**src/rtl/intersection_controller.sv**
```systemverilog
// -----------------------------------------------------------------------------
// intersection_controller
//
// Two-way traffic intersection with a pedestrian phase. North-south and
// east-west greens alternate through yellow and an all-red clearance; a
// latched pedestrian request inserts a walk phase after the next all-red.
//
// Ports
//   clk                          rising-edge clock
//   rst                          synchronous reset, active low
//   ns_req, ew_req               level-sensitive vehicle demand per direction
//   ped_req                      pedestrian button (any high cycle latches)
//   ns_red/ns_yellow/ns_green    north-south lamp drives (registered)
//   ew_red/ew_yellow/ew_green    east-west lamp drives (registered)
//   walk                         pedestrian walk lamp (registered)
//   ped_pending                  latched, not yet served pedestrian request
//   state_o                      current state encoding for debug
// -----------------------------------------------------------------------------
module intersection_controller #(
    parameter int T_GREEN_MIN = 5,
    parameter int T_GREEN_MAX = 12,
    parameter int T_YELLOW    = 3,
    parameter int T_ALLRED    = 1,
    parameter int T_WALK      = 4
) (
    input  logic       clk,
    input  logic       rst,
    input  logic       ns_req,
    input  logic       ew_req,
    input  logic       ped_req,
    output logic       ns_red,
    output logic       ns_yellow,
    output logic       ns_green,
    output logic       ew_red,
    output logic       ew_yellow,
    output logic       ew_green,
    output logic       walk,
    output logic       ped_pending,
    output logic [2:0] state_o
);

    typedef enum logic [2:0] {
        NS_GREEN  = 3'd0,
        NS_YELLOW = 3'd1,
        ALLRED_A  = 3'd2,
        EW_GREEN  = 3'd3,
        EW_YELLOW = 3'd4,
        ALLRED_B  = 3'd5,
        PED_WALK  = 3'd6
    } state_t;

    // Last timer value of each timed phase (timer starts at 0 on entry).
    localparam logic [7:0] GREEN_MIN_LAST = 8'(T_GREEN_MIN - 1);
    localparam logic [7:0] GREEN_MAX_LAST = 8'(T_GREEN_MAX - 1);
    localparam logic [7:0] YELLOW_LAST    = 8'(T_YELLOW - 1);
    localparam logic [7:0] ALLRED_LAST    = 8'(T_ALLRED - 1);
    localparam logic [7:0] WALK_LAST      = 8'(T_WALK - 1);

    // Lamp vector order: {ns_red, ns_yellow, ns_green, ew_red, ew_yellow, ew_green, walk}
    function automatic logic [6:0] lamp_decode(input state_t s);
        logic [6:0] l;
        case (s)
            NS_GREEN:  l = 7'b0011000;
            NS_YELLOW: l = 7'b0101000;
            EW_GREEN:  l = 7'b1000010;
            EW_YELLOW: l = 7'b1000100;
            PED_WALK:  l = 7'b1001001;
            default:   l = 7'b1001000;
        endcase
        return l;
    endfunction

    // A green ends only under competing demand: early once the minimum is
    // served and its own traffic has gone, or unconditionally at the maximum.
    function automatic logic green_exit(input logic compete, input logic own,
                                        input logic [7:0] t);
        return compete && (((t >= GREEN_MIN_LAST) && !own) || (t == GREEN_MAX_LAST));
    endfunction

    state_t     state_r;
    state_t     state_next_s;
    logic [7:0] timer_r;
    logic [7:0] timer_next_s;
    logic       timer_hold_s;
    logic       dir_r;
    logic       dir_next_s;
    logic       ped_pending_r;
    logic       ped_pending_next_s;
    logic [6:0] lamps_r;

    // Next-state selection; dir remembers which all-red led into the walk.
    always_comb begin
        state_next_s = state_r;
        dir_next_s   = dir_r;
        timer_hold_s = 1'b0;
        case (state_r)
            NS_GREEN: begin
                if (green_exit(ew_req | ped_pending_r, ns_req, timer_r)) begin
                    state_next_s = NS_YELLOW;
                end else begin
                    timer_hold_s = (timer_r == GREEN_MAX_LAST);
                end
            end
            NS_YELLOW: begin
                if (timer_r == YELLOW_LAST) begin
                    state_next_s = ALLRED_A;
                end else begin
                    state_next_s = state_r;
                end
            end
            ALLRED_A: begin
                if (timer_r == ALLRED_LAST) begin
                    if (ped_pending_r) begin
                        state_next_s = PED_WALK;
                        dir_next_s   = 1'b0;
                    end else begin
                        state_next_s = EW_GREEN;
                    end
                end else begin
                    state_next_s = state_r;
                end
            end
            EW_GREEN: begin
                if (green_exit(ns_req | ped_pending_r, ew_req, timer_r)) begin
                    state_next_s = EW_YELLOW;
                end else begin
                    timer_hold_s = (timer_r == GREEN_MAX_LAST);
                end
            end
            EW_YELLOW: begin
                if (timer_r == YELLOW_LAST) begin
                    state_next_s = ALLRED_B;
                end else begin
                    state_next_s = state_r;
                end
            end
            ALLRED_B: begin
                if (timer_r == ALLRED_LAST) begin
                    if (ped_pending_r) begin
                        state_next_s = PED_WALK;
                        dir_next_s   = 1'b1;
                    end else begin
                        state_next_s = NS_GREEN;
                    end
                end else begin
                    state_next_s = state_r;
                end
            end
            PED_WALK: begin
                if (timer_r == WALK_LAST) begin
                    state_next_s = dir_r ? NS_GREEN : EW_GREEN;
                end else begin
                    state_next_s = state_r;
                end
            end
            default: begin
                state_next_s = ALLRED_B;
            end
        endcase
    end

    // Phase timer and pedestrian latch updates.
    always_comb begin
        timer_next_s       = 8'd0;
        ped_pending_next_s = ped_pending_r;
        if (state_next_s != state_r) begin
            timer_next_s = 8'd0;
        end else if (timer_hold_s) begin
            timer_next_s = timer_r;
        end else begin
            timer_next_s = timer_r + 8'd1;
        end
        // Entering the walk serves the request; a press on the first walk
        // cycle is absorbed, later presses queue another walk.
        if ((state_next_s == PED_WALK) && (state_r != PED_WALK)) begin
            ped_pending_next_s = 1'b0;
        end else if ((state_r == PED_WALK) && (timer_r == 8'd0)) begin
            ped_pending_next_s = ped_pending_r;
        end else if (ped_req) begin
            ped_pending_next_s = 1'b1;
        end else begin
            ped_pending_next_s = ped_pending_r;
        end
    end

    // State, timer, latch and registered lamp decode of the upcoming state.
    always_ff @(posedge clk) begin
        if (!rst) begin
            state_r       <= ALLRED_B;
            timer_r       <= 8'd0;
            dir_r         <= 1'b0;
            ped_pending_r <= 1'b0;
            lamps_r       <= lamp_decode(ALLRED_B);
        end else begin
            state_r       <= state_next_s;
            timer_r       <= timer_next_s;
            dir_r         <= dir_next_s;
            ped_pending_r <= ped_pending_next_s;
            lamps_r       <= lamp_decode(state_next_s);
        end
    end

    assign {ns_red, ns_yellow, ns_green, ew_red, ew_yellow, ew_green, walk} = lamps_r;
    assign ped_pending = ped_pending_r;
    assign state_o     = state_r;

endmodule

```
**config.mk**
```make
export PLATFORM = sky130hd
export DESIGN_NAME = intersection_controller
export DESIGN_NICKNAME = d
export VERILOG_FILES = /design/src/rtl/intersection_controller.sv
export SDC_FILE = /design/constraint.sdc
export NUM_CORES = 1
export LEC_CHECK = 0
export ABC_CLOCK_PERIOD_IN_PS = 3400
export CORE_ASPECT_RATIO = 0.6
export CORE_MARGIN = 1.5
export CORE_UTILIZATION = 40
export CTS_CLUSTER_DIAMETER = 80
export DETAILED_ROUTE_END_ITERATION = 12
export GPL_TIMING_DRIVEN = 1
export PLACE_DENSITY_LB_ADDON = 0.1
export SKIP_LAST_GASP = 1
export SYNTH_ARGS = -nofsm -noshare
export SYNTH_HDL_FRONTEND = slang
export SYNTH_SLANG_ARGS = --single-unit
```
**constraint.sdc**
```tcl
create_clock -name clk -period 3.4 [get_ports clk]
set_input_delay 0.51 -clock clk [delete_from_list [all_inputs] [get_ports clk]]
set_output_delay 0.51 -clock clk [all_outputs]
set_load 0.005 [all_outputs]
```
== Word-level counts from Yosys, hierarchy flattened ==
Cells that the tools add are included.
Operators by class
  bitwise operators: 4
  $mul: 0
  reductions and logical operators: 18
  add/subtract/negate cells: 1
  shift operators: 0
  equality and inequality tests: 19
  order comparisons: 1
  multiplexer cells: 20
  div/mod/pow operators: 0
Operators by type and width (count)
  $pmux 7 s5: 1
  $mux 3: 9
  $pmux 3 s7: 1
  $eq 8x2->1 const B: 2
  $eq 3x3->1 const B: 5
  $eq 3x2->1 const B: 3
  $add 8x1->8 const B: 1
  $eq 8x4->1 const B: 1
  $ge 8x3->1 const B: 1
  $logic_not 8->1: 1
  $ne 2x2->1 const B: 4
  $eq 3x1->1 const B: 2
  $logic_and 1x1->1: 6
  $logic_not 3->1: 2
  $mux 1: 6
  $reduce_and 5->1: 1
  $pmux 1 s2: 2
  $reduce_or 2->1: 2
  $ne 3x3->1: 1
  $ne 3x3->1 const B: 1
  $logic_not 1->1: 2
  $logic_or 1x1->1: 2
  $mux 2: 1
  $not 1->1: 2
  3 further kinds: 4
Word-level totals
  register bits: 20
  output and inout port bits: 11
  memory bits (read-only): 0
  bits in latches: 0
  memory bits (writable): 0
  input bits: 5
  memories kept: 0

== Logic depth before layout (Yosys ltp) ==
Gate-level depths: netlist of the first run.
  depth in word-level cells: 9
  depth in mapped cells: 8
  mapped depth without buffers: 8

== Least setup slack after synthesis of the first run ==
OpenSTA, ideal clock, no wires.
  path kind: flip-flop to flip-flop
  start point: register timer_r[1]
  end point: register timer_r[0]
  data required time: 3.261 ns
  arrival: 2.164 ns
  period minus slack after synthesis: 2.304 ns
  cell stages (with the launch flop): 8
  path slack: 1.096 ns
  cell sequence: dfxtp_1 ha_1 or3b_1 or2_1 a221oi_1 nor4_4 xnor2_2 nor3_1
On the way
  word-level cells in the longest chain between the ends: 8
  elaborated cells on any way between the ends: 24
  classes of those cells: order compare (1); eq/ne (4); mux (11); reduce/logical (8)
Ends and longest elaborated chain
  start, declared: RTL line 82  | logic [7:0] timer_r;
  start signal, assigned: RTL line 196  | timer_r <= timer_next_s;
  $ge 8x3->1: RTL line 77  | return compete && (((t >= GREEN_MIN_LAST) && !own) || (t == GREEN_MAX_LAST));
  $logic_and 1x1->1: RTL line 77
  $logic_or 1x1->1: RTL line 77
  $logic_and 1x1->1: RTL line 77
  $mux 3 (on tied branches): RTL line 124, 98
  $pmux 3 s7: RTL line 96  | case (state_r)
  $ne 3x3->1: RTL line 166  | if (state_next_s != state_r) begin
  $reduce_or 2->1 (no source line)
Parallel ways exist; a longest one is shown, timed or not.
A chain may end at the register's enable or synchronous reset.

== Worst setup path in the final report of the first run ==
Same ends and word-level chain as after synthesis.

==> results of run 1 <==
## area by class of cell
cell class | instances | area (µm²) | share of cell area [%]
sequential | 20 | 400 | 28.6
multi-input combinational | 103 | 709 | 50.8
timing repair buffer | 15 | 150 | 10.7
clock inverter | 1 | 30.0 | 2.15
inverter | 7 | 26.3 | 1.88
tap | 32 | 40.0 | 2.86
clock buffer | 3 | 41.3 | 2.95
## power groups by stage
stage               sequential, W  clock (W)  combinational [W]
finish                   0.000366   0.000242           0.000493
global route             0.000374   0.000254           0.000542
CTS                      0.000364   0.000243           0.000488
detailed placement       0.000369          0           0.000481
global placement         0.000371          0           0.000490
floorplan                0.000329          0           0.000346
## worst paths after layout
path / startpoint / endpoint
hold / removal: timer_r[4]$_SDFFE_PP0N_ / timer_r[4]$_SDFFE_PP0N_
setup reg to reg: timer_r[1]$_SDFFE_PP0N_ / timer_r[0]$_SDFFE_PP0N_
setup / recovery: timer_r[1]$_SDFFE_PP0N_ / timer_r[0]$_SDFFE_PP0N_
hold reg to reg: timer_r[4]$_SDFFE_PP0N_ / timer_r[4]$_SDFFE_PP0N_
## stage by stage
stage	utilization, %	instances	hold slack [ns]
floorplan	-	133	0.476
global placement	50.8	177	0.537
detailed placement	50.8	177	0.548
CTS	53.5	181	0.588
global route	53.5	181	0.627
finish	53.5	181	0.596
## critical path: cells and delay by family (launching register included)
kind,cells,cell delay [ns]
xor+xnor,1,0.37
flops,1,0.46
fa+ha+maj,1,0.32
compound gates,1,0.49
simple gates,4,0.91
## cells by family (layout without fill, tap and decap cells)
family,Yosys count,after routing,synth area share (%)
flip-flops,20,20,34.8
XOR/XNOR,7,7,5.99
buffers and inverters,10,26,3.48
multiplexers,1,1,0.871
AO/OA/AOI/OAI,30,30,20.0
adder cells (fa/ha/maj),3,3,3.26
AND/OR/NAND/NOR,62,62,31.6
## layout by cell type, fill, tap and decap left out, types with 2 or more instances in the layout
cell                              count
sky130_fd_sc_hd__a21boi_0             2
sky130_fd_sc_hd__a21oi_1              3
sky130_fd_sc_hd__and3_1               4
sky130_fd_sc_hd__clkbuf_8             3
sky130_fd_sc_hd__clkdlybuf4s50_1     15
sky130_fd_sc_hd__dfxtp_1             20
sky130_fd_sc_hd__ha_1                 3
sky130_fd_sc_hd__inv_1                7
sky130_fd_sc_hd__nand2_1             10
sky130_fd_sc_hd__nand3_1              7
sky130_fd_sc_hd__nand4_1              3
sky130_fd_sc_hd__nor2_1               9
sky130_fd_sc_hd__nor2b_1              6
sky130_fd_sc_hd__nor3_1              10
sky130_fd_sc_hd__nor3b_1              2
sky130_fd_sc_hd__nor4_1               2
sky130_fd_sc_hd__nor4_4               2
sky130_fd_sc_hd__o21ai_0              5
sky130_fd_sc_hd__o21ai_1              2
sky130_fd_sc_hd__o31a_1               3
sky130_fd_sc_hd__xor2_1               5
## routing by layer
| layer | vias to the layer above | track usage (%) | wire (µm) |
|---|---|---|---|
| li1 | 527 | - | - |
| met1 | 507 | 28.5 | 1470 |
| met2 | 47 | 25.9 | 1140 |
| met3 | 7 | 8.88 | 284 |
| met4 | 0 | 6.04 | 43 |
| met5 | - | 0 | 0 |
## registers in the layout, indices dropped and copies added (netlist names)
name	count
timer_r	8
ped_pending	1
dir_r	1
lamps_r	7
state_o	3
==> impl_metrics.tcl, run 1 <==
set metrics [dict create \
    run_status "complete, no violations" \
    maxCapViolCount 0 \
    reg2reg_slack_ns 0.70 \
    place_hpwl_um 2140 \
    first_pass_grt_wire_length_um 4730 \
    critical_path_required_ns 3.52 \
    grt_pass1_vias 945 \
    finalWeightedCongestion 0.949 \
    min_period_ns 2.70 \
    ctsHoldBuffers 0 \
    min_delay_path_depth 2 \
    p_int_w 0.000670 \
    ys_types 46 \
    finalSetupViolations 0 \
    timing.final.max_slew_violations 0 \
    route.vias.total 1088 \
    yosysWarnings 0 \
    clkSinkCount 20 \
    relSlewSlack_pct 56.3 \
    synthesis.instances 133 \
    root_buffer "sky130_fd_sc_hd__clkbuf_8" \
    detail_route.vias_per_cell 6.01 \
    timing.reg2reg.worst_path_depth 7 \
    synth.largest_area_cell "sky130_fd_sc_hd__dfxtp_1" \
    post_route_skew_ns 0.00391 \
    timing.final.crit_share_pct 79.4 \
    critical_path.startpoint_type "flop" \
    comb_power_share_pct 44.8 \
    final_cell_area_um2 1400 \
    synth_enable_flop_cells 0 \
    synth.avg_cell_area_um2 8.65 \
    max_clock_freq_mhz 371 \
    design.die.area_um2 3220 \
    dominantRegCellSynth "sky130_fd_sc_hd__dfxtp_1" \
    start_util_pct 44.1 \
    path_clk_slew_ns 0.08 \
    io_buffers 15 \
    initialDrtViolationCount 155 \
    worstPathArrival_ns 2.82 \
    place_area_um2 1330 \
    p_clk_share_pct 22.0 \
    synth_area_leaders "sky130_fd_sc_hd__dfxtp_1 (35%), sky130_fd_sc_hd__nor3_1 (4.4%), sky130_fd_sc_hd__xor2_1 (3.8%), sky130_fd_sc_hd__nor4_4 (3.7%), sky130_fd_sc_hd__ha_1 (3.3%)" \
    timing.critical_path.slowest_cell_delay_ns 0.49 \
    post-cts-setup-buffers 0 \
    cell_with_the_largest_stage_delay_on_the_worst_path "sky130_fd_sc_hd__a221oi_1" \
    tritoncts.num_buffers 3 \
    power.net_switching_w 0.000432 \
    synth_seq_area_share_pct 34.8 \
    synth.ff_latch_count 20 \
    dr.pass1.iters 5 \
    ctsResizeCount 0 \
    post-route-worst-setup-slack_ns 0.702 \
    worst_slew_pin_slew_ns 0.655 \
    p_leak_nw 0.536 \
    final_nets 158 \
    gr-total-overflow 0 \
    synthesis.area_um2 1150 \
    criticalPathCategory "reg -> reg" \
    synthDominantCellAreaShare_pct 34.8 \
    crit_fanout 8 \
    io_pins 16 \
    postSynth.asyncResetShare_pct 0 \
    timing.hold.worst.class "reg -> reg" \
    drc 0 \
    num_rows 14 \
    post_route_setup_tns_ns 0 \
    largest_net_degree_at_the_start_of_global_routing 15 \
    rsz0062_at_grt "false" \
    antenna_cells 0 \
    dieWidth_um 72.2 \
    core_region_area_um2 2610 \
    cts.path.max_buffers 2 \
    netSwitchingFraction_pct 39.2 \
    drive_above_1_share_pct 8.72 \
    pwr_density_cell_nw_per_um2 788 \
    crit_path_cell_trace "ha_1 -> or3b_1 -> or2_1 -> a221oi_1 -> nor4_4 -> xnor2_2 -> nor3_1" \
    tritoncts "done" \
    routed_wirelength_um 2940 \
    antenna_found_initial 0 \
    total_power_w 0.00110 \
    timing_hold_violations_final 0 \
    drt-wirelength-per-cell_um 16.3 \
    fillerInstances 239 \
    synth_common_cells "sky130_fd_sc_hd__dfxtp_1 (20), sky130_fd_sc_hd__nand2_1 (10), sky130_fd_sc_hd__nor3_1 (10), sky130_fd_sc_hd__nor2_1 (9)" \
    h-tree-depth 1 \
    synth_nets 141 \
    most_instantiated_library_cell_after_synthesis "sky130_fd_sc_hd__dfxtp_1" \
    clock_latency_ns 0.26 \
    vdd_ir_drop_max_v 0.000391 \
    cp-end-kind "flop" \
    share_seq_of_total_power_pct 33.2 \
    global_route.usage.total_pct 19.7 \
    pre_cts_slack_ns 0.744 \
    final_antenna_net_count 0 \
    area_growth_syn_to_layout_pct 21.5 \
    die-height_um 44.5 \
]
Power figures use the tool's default switching activity.
==> inputs of run 2 (changes only) <==
Settings changed: ABC_CLOCK_PERIOD_IN_PS 3400 to 2150.
Clock period 3.4 ns to 2.15 ns, I/O delays scaled along.
==> impl_metrics.tcl, run 2 (synthesized netlist as in run 1, its figures left out) <==
set metrics [dict create \
    initialDrtViolationCount 174 \
    area_growth_syn_to_layout_pct 50.7 \
    timing.final.crit_share_pct 100 \
    h-tree-depth 1 \
    dr_top_layer "met4" \
    critical_path.startpoint_type "flop" \
    postLayoutCoreUtil_pct 66.4 \
    post-route-worst-setup-slack_ns -0.00999 \
    cp-end-kind "flop" \
    p_leak_nw 0.698 \
    drc 0 \
    met1_routed_length_um 1620 \
    grt_pass1_vias 1082 \
    timing.critical_path.slowest_cell_delay_ns 0.39 \
    crit_path_cell_trace "ha_4 -> or3b_4 -> or2_4 -> o31a_1 -> nor3_4 -> and4b_2 -> nor2_1" \
    regMostFlops "timer_r" \
    dieWidth_um 72.2 \
    whs_ns 0.550 \
    first_pass_grt_wire_length_um 5460 \
    worst_slew_pin_slew_ns 0.561 \
    violated_checks "negative setup slack" \
    finalSetupViolations 5 \
    vdd_ir_drop_max_v 0.000782 \
    relSlewSlack_pct 62.3 \
    timing_hold_violations_final 0 \
    die-height_um 44.5 \
    run_status "complete, but fails checks" \
    timing.reg2reg.worst_path_depth 7 \
    timing.final.max_slew_violations 0 \
    met2_length_um 1650 \
    largest_net_degree_at_the_start_of_global_routing 15 \
    route.vias.total 1233 \
    post_route_setup_tns_ns -0.0203 \
    cts.path.max_buffers 2 \
    core_region_area_um2 2610 \
    clkSinkCount 20 \
    start_util_pct 44.1 \
    wl_met3_um 313 \
    routed_wirelength_um 3610 \
    dr.pass1.iters 5 \
    root_buffer "sky130_fd_sc_hd__clkbuf_8" \
    global_route.usage.total_pct 22.7 \
    crit_fanout 4 \
    critical_path_required_ns 2.31 \
    worstPathArrival_ns 2.32 \
    antenna_cells 0 \
    largest_register_ff_count 8 \
    most_frequent_cells_in_the_layout "sky130_fd_sc_hd__buf_4 (23), sky130_fd_sc_hd__dfxtp_1 (18), sky130_fd_sc_hd__clkdlybuf4s50_1 (15), sky130_fd_sc_hd__nand2_1 (10), sky130_fd_sc_hd__nor2_1 (9)" \
    post_route_skew_ns 0.00537 \
    drt-wirelength-per-cell_um 17.5 \
    drive_above_1_share_pct 32.2 \
    design.die.area_um2 3220 \
    gr-total-overflow 0 \
    fillerInstances 187 \
    clock_latency_ns 0.27 \
    timing.hold.worst.class "reg -> reg" \
    tritoncts "done" \
    antenna_found_initial 0 \
    cell_with_the_largest_stage_delay_on_the_worst_path "sky130_fd_sc_hd__or3b_4" \
    pre_cts_slack_ns -0.0680 \
    path_clk_slew_ns 0.08 \
    tritoncts.num_buffers 3 \
    maxCapViolCount 0 \
    min_period_ns 2.16 \
    commonest_non_fill_non_tap_cell_in_the_layout "sky130_fd_sc_hd__buf_4" \
    detail_route.vias_per_cell 5.99 \
    num_rows 14 \
    io_buffers 15 \
    final_nets 183 \
    place_hpwl_um 2500 \
    pwr_density_cell_nw_per_um2 1270 \
    final_antenna_net_count 0 \
    io_pins 16 \
    max_clock_freq_mhz 463 \
    rsz0062_at_grt "true" \
    finalWeightedCongestion 0.927 \
    criticalPathCategory "reg -> reg" \
    min_delay_path_depth 2 \
]
==> run 2: cell count changes in the layout (fill, tap and decap cells not counted), moves of 2 or more <==
cell	before	now
sky130_fd_sc_hd__nor3_2	0	5
sky130_fd_sc_hd__dfxtp_1	20	18
sky130_fd_sc_hd__nor3_1	10	4
sky130_fd_sc_hd__buf_4	0	23
sky130_fd_sc_hd__buf_12	0	2
sky130_fd_sc_hd__ha_1	3	1
sky130_fd_sc_hd__o21ai_1	2	0
==> run 2: routing by layer <==
| metal | vias up | global-route usage (%) |
|---|---|---|
| li1 | 574 | - |
| met1 | 568 | 33.0 |
| met2 | 82 | 33.9 |
| met3 | 9 | 6.15 |
| met4 | 0 | 4.53 |
| met5 | - | 0 |
==> run 2: worst max-delay path, delay by kind of cell (launching register included) <==
family	cells	cell delay [ns]
AOI/OAI and AO/OA	1	0.31
DFF	1	0.37
and+or+nand+nor	5	1.24
adders and majority gates	1	0.13
==> run 2: worst paths after layout <==
kind / start / end / slack (ns)
worst max-delay path: timer_r[1]$_SDFFE_PP0N_ / lamps_r[3]$_SDFF_PN1_ / -0.01
worst min-delay path: dir_r$_SDFFE_PN0P_ / dir_r$_SDFFE_PN0P_ / 0.55
worst max register to register: timer_r[1]$_SDFFE_PP0N_ / lamps_r[3]$_SDFF_PN1_ / -0.01
worst min register to register: dir_r$_SDFFE_PN0P_ / dir_r$_SDFFE_PN0P_ / 0.55
==> run 2: metrics by stage <==
stage,instance area [µm²],power (W),std cells
after floorplan,1190,0.00109,133
after global placement,1520,0.00150,198
after CTS,1610,0.00195,203
after global routing,1730,0.00231,206
final,1730,0.00220,206
after detailed placement,1520,0.00152,198
==> run 2: area by class of cell <==
class                           instances  area (µm²)  area share [%]
Tap cell                               32        40.0            2.31
Clock inverter                          1        30.0            1.73
Timing Repair Buffer                   40         363            20.9
Multi-Input combinational cell        103         827            47.7
Inverter                                7        26.3            1.52
Sequential cell                        20         405            23.4
Clock buffer                            3        41.3            2.38
==> run 2: repair_timing <==
action / in CTS / in global routing
resized for setup: 2 / 16
endpoints found under the setup margin: 9 / 14
hold buffers: 0 / 0
pin swaps: 3 / 9
setup buffers: 1 / 4
==> run 2: where the power goes <==
part	internal (W)	total (W)	switching [W]	leakage, nW
clock network	0.000249	0.000386	0.000137	0.0357
logic	0.000644	0.00125	0.000608	0.498
registers	0.000458	0.000565	0.000106	0.165
total	0.00135	0.00220	0.000851	0.698
==> inputs of run 3 (changes only) <==
Settings changed: SKIP_CTS_REPAIR_TIMING from default to 1.
==> impl_metrics.tcl, run 3 (synthesized netlist as in run 1, its figures left out) <==
set metrics [dict create \
    run_status "complete, but fails checks" \
    violated_checks "negative setup slack" \
    min_period_ns 2.24 \
    crit_path_start "timer_r[1]$_SDFFE_PP0N_" \
    io_buffers 15 \
    tritoncts.num_buffers 3 \
    relSlewSlack_pct 62.7 \
    maxCapViolCount 0 \
    path_clk_slew_ns 0.08 \
    vdd_ir_drop_max_v 0.000801 \
    final_cell_count_no_fill 209 \
    place_hpwl_um 2500 \
    start_util_pct 44.1 \
    cp-endpoint "lamps_r[3]$_SDFF_PN1_" \
    max_clock_freq_mhz 447 \
    clkSinkCount 20 \
    timing.hold.worst.class "reg -> reg" \
    critical_path_required_ns 2.31 \
    worstPathArrival_ns 2.40 \
    final_cell_area_um2 1740 \
    die-height_um 44.5 \
    cp-end-kind "flop" \
    criticalPathCategory "reg -> reg" \
    tritoncts "done" \
    largest_register_ff_count 8 \
    worst_r2r_endpoint "lamps_r[3]$_SDFF_PN1_" \
    route.vias.total 1251 \
    timing.reg2reg.worst_path_depth 7 \
    first_pass_grt_wire_length_um 5400 \
    area_growth_syn_to_layout_pct 50.9 \
    cts.path.max_buffers 2 \
    place_area_um2 1520 \
    global_route.usage.total_pct 22.4 \
    root_buffer "sky130_fd_sc_hd__clkbuf_8" \
    detail_route.vias_per_cell 5.99 \
    dr.pass1.iters 5 \
    antenna_cells 0 \
    num_rows 14 \
    core_region_area_um2 2610 \
    largest_net_degree_at_the_start_of_global_routing 15 \
    critical_path.startpoint_type "flop" \
    pwr_density_cell_nw_per_um2 1280 \
    p_leak_nw 0.712 \
    drt-wirelength-per-cell_um 17.0 \
    routed_wirelength_um 3560 \
    dieWidth_um 72.2 \
    timing.final.max_slew_violations 0 \
    worst_slew_pin_slew_ns 0.555 \
    final_antenna_net_count 0 \
    finalSetupViolations 8 \
    design.die.area_um2 3220 \
    timing.rr.start "timer_r[1]$_SDFFE_PP0N_" \
    grt_pass1_vias 1057 \
    commonest_non_fill_non_tap_cell_in_the_layout "sky130_fd_sc_hd__buf_4" \
    h-tree-depth 1 \
    antenna_found_initial 0 \
    rsz0062_at_grt "true" \
    drive_above_1_share_pct 31.6 \
    fillerInstances 187 \
    final_nets 186 \
    cell_count_after_placement 198 \
    post-route-worst-setup-slack_ns -0.0887 \
    most_frequent_cells_in_the_layout "sky130_fd_sc_hd__buf_4 (27), sky130_fd_sc_hd__dfxtp_1 (18), sky130_fd_sc_hd__clkdlybuf4s50_1 (15), sky130_fd_sc_hd__nand2_1 (10), sky130_fd_sc_hd__nor2_1 (9)" \
    pre_cts_slack_ns -0.0680 \
    finalWeightedCongestion 0.927 \
    timing.final.crit_share_pct 104 \
    regMostFlops "timer_r" \
    initialDrtViolationCount 147 \
    timing_hold_violations_final 0 \
    post_route_skew_ns 0.00529 \
    postLayoutCoreUtil_pct 66.5 \
    crit_fanout 4 \
    total_power_w 0.00222 \
    clock_latency_ns 0.27 \
    io_pins 16 \
    reg2reg_slack_ns -0.09 \
    gr-total-overflow 0 \
    drc 0 \
]
-- run 3: stage by stage --
| step | TNS (ns) | hold WS, ns |
|---|---|---|
| after floorplan | 0 | 0.384 |
| after CTS | -0.512 | 0.542 |
| final | -0.578 | 0.545 |
| after detailed placement | -0.446 | 0.531 |
| after global routing | -1.31 | 0.604 |
| after global placement | 0 | 0.520 |
-- run 3: worst max-delay path, cell delays in order, from the launching register on --
cell	delay, ns
sky130_fd_sc_hd__dfxtp_2	0.37
sky130_fd_sc_hd__ha_4	0.13
sky130_fd_sc_hd__or3b_4	0.37
sky130_fd_sc_hd__or2_4	0.26
sky130_fd_sc_hd__o31a_1	0.32
sky130_fd_sc_hd__nor3_4	0.32
sky130_fd_sc_hd__and4b_2	0.31
sky130_fd_sc_hd__nor2_1	0.05
-- run 3: routing by layer --
layer	up-vias	share of wire, %	track usage (%)	wire [µm]
met5	-	0	0	0
met3	9	8.8	6.15	313
met2	81	44	33.0	1550
met4	0	1.5	4.53	55
li1	587	-	-	-
met1	574	46	32.9	1640
-- run 3: layout make-up --
class | instances | area (µm²) | share of cell area (%)
clock inverter | 1 | 30.0 | 1.73
tap | 32 | 40.0 | 2.31
timing repair buffer | 43 | 373 | 21.5
sequential | 20 | 405 | 23.4
inverter | 7 | 26.3 | 1.51
clock buffer | 3 | 41.3 | 2.38
multi-input combinational | 103 | 820 | 47.2
-- run 3: how the worst min path moves through the flow --
stage	start	to	slack [ns]	cells past startpoint
finish	dir_r$_SDFFE_PN0P_	dir_r$_SDFFE_PN0P_	0.55	2
global route	dir_r$_SDFFE_PN0P_	dir_r$_SDFFE_PN0P_	0.60	2
CTS	dir_r$_SDFFE_PN0P_	dir_r$_SDFFE_PN0P_	0.54	2
detailed placement	dir_r$_SDFFE_PN0P_	dir_r$_SDFFE_PN0P_	0.53	2
global placement	dir_r$_SDFFE_PN0P_	dir_r$_SDFFE_PN0P_	0.52	2
floorplan	rst	state_o[0]$_SDFF_PN1_	0.38	1
-- run 3: power breakdown --
group / switching (W) / internal [W] / total, W / leakage (nW)
clock network: 0.000135 / 0.000249 / 0.000384 / 0.0357
logic: 0.000625 / 0.000648 / 0.00127 / 0.512
registers: 0.000104 / 0.000458 / 0.000562 / 0.165
total: 0.000864 / 0.00135 / 0.00222 / 0.712
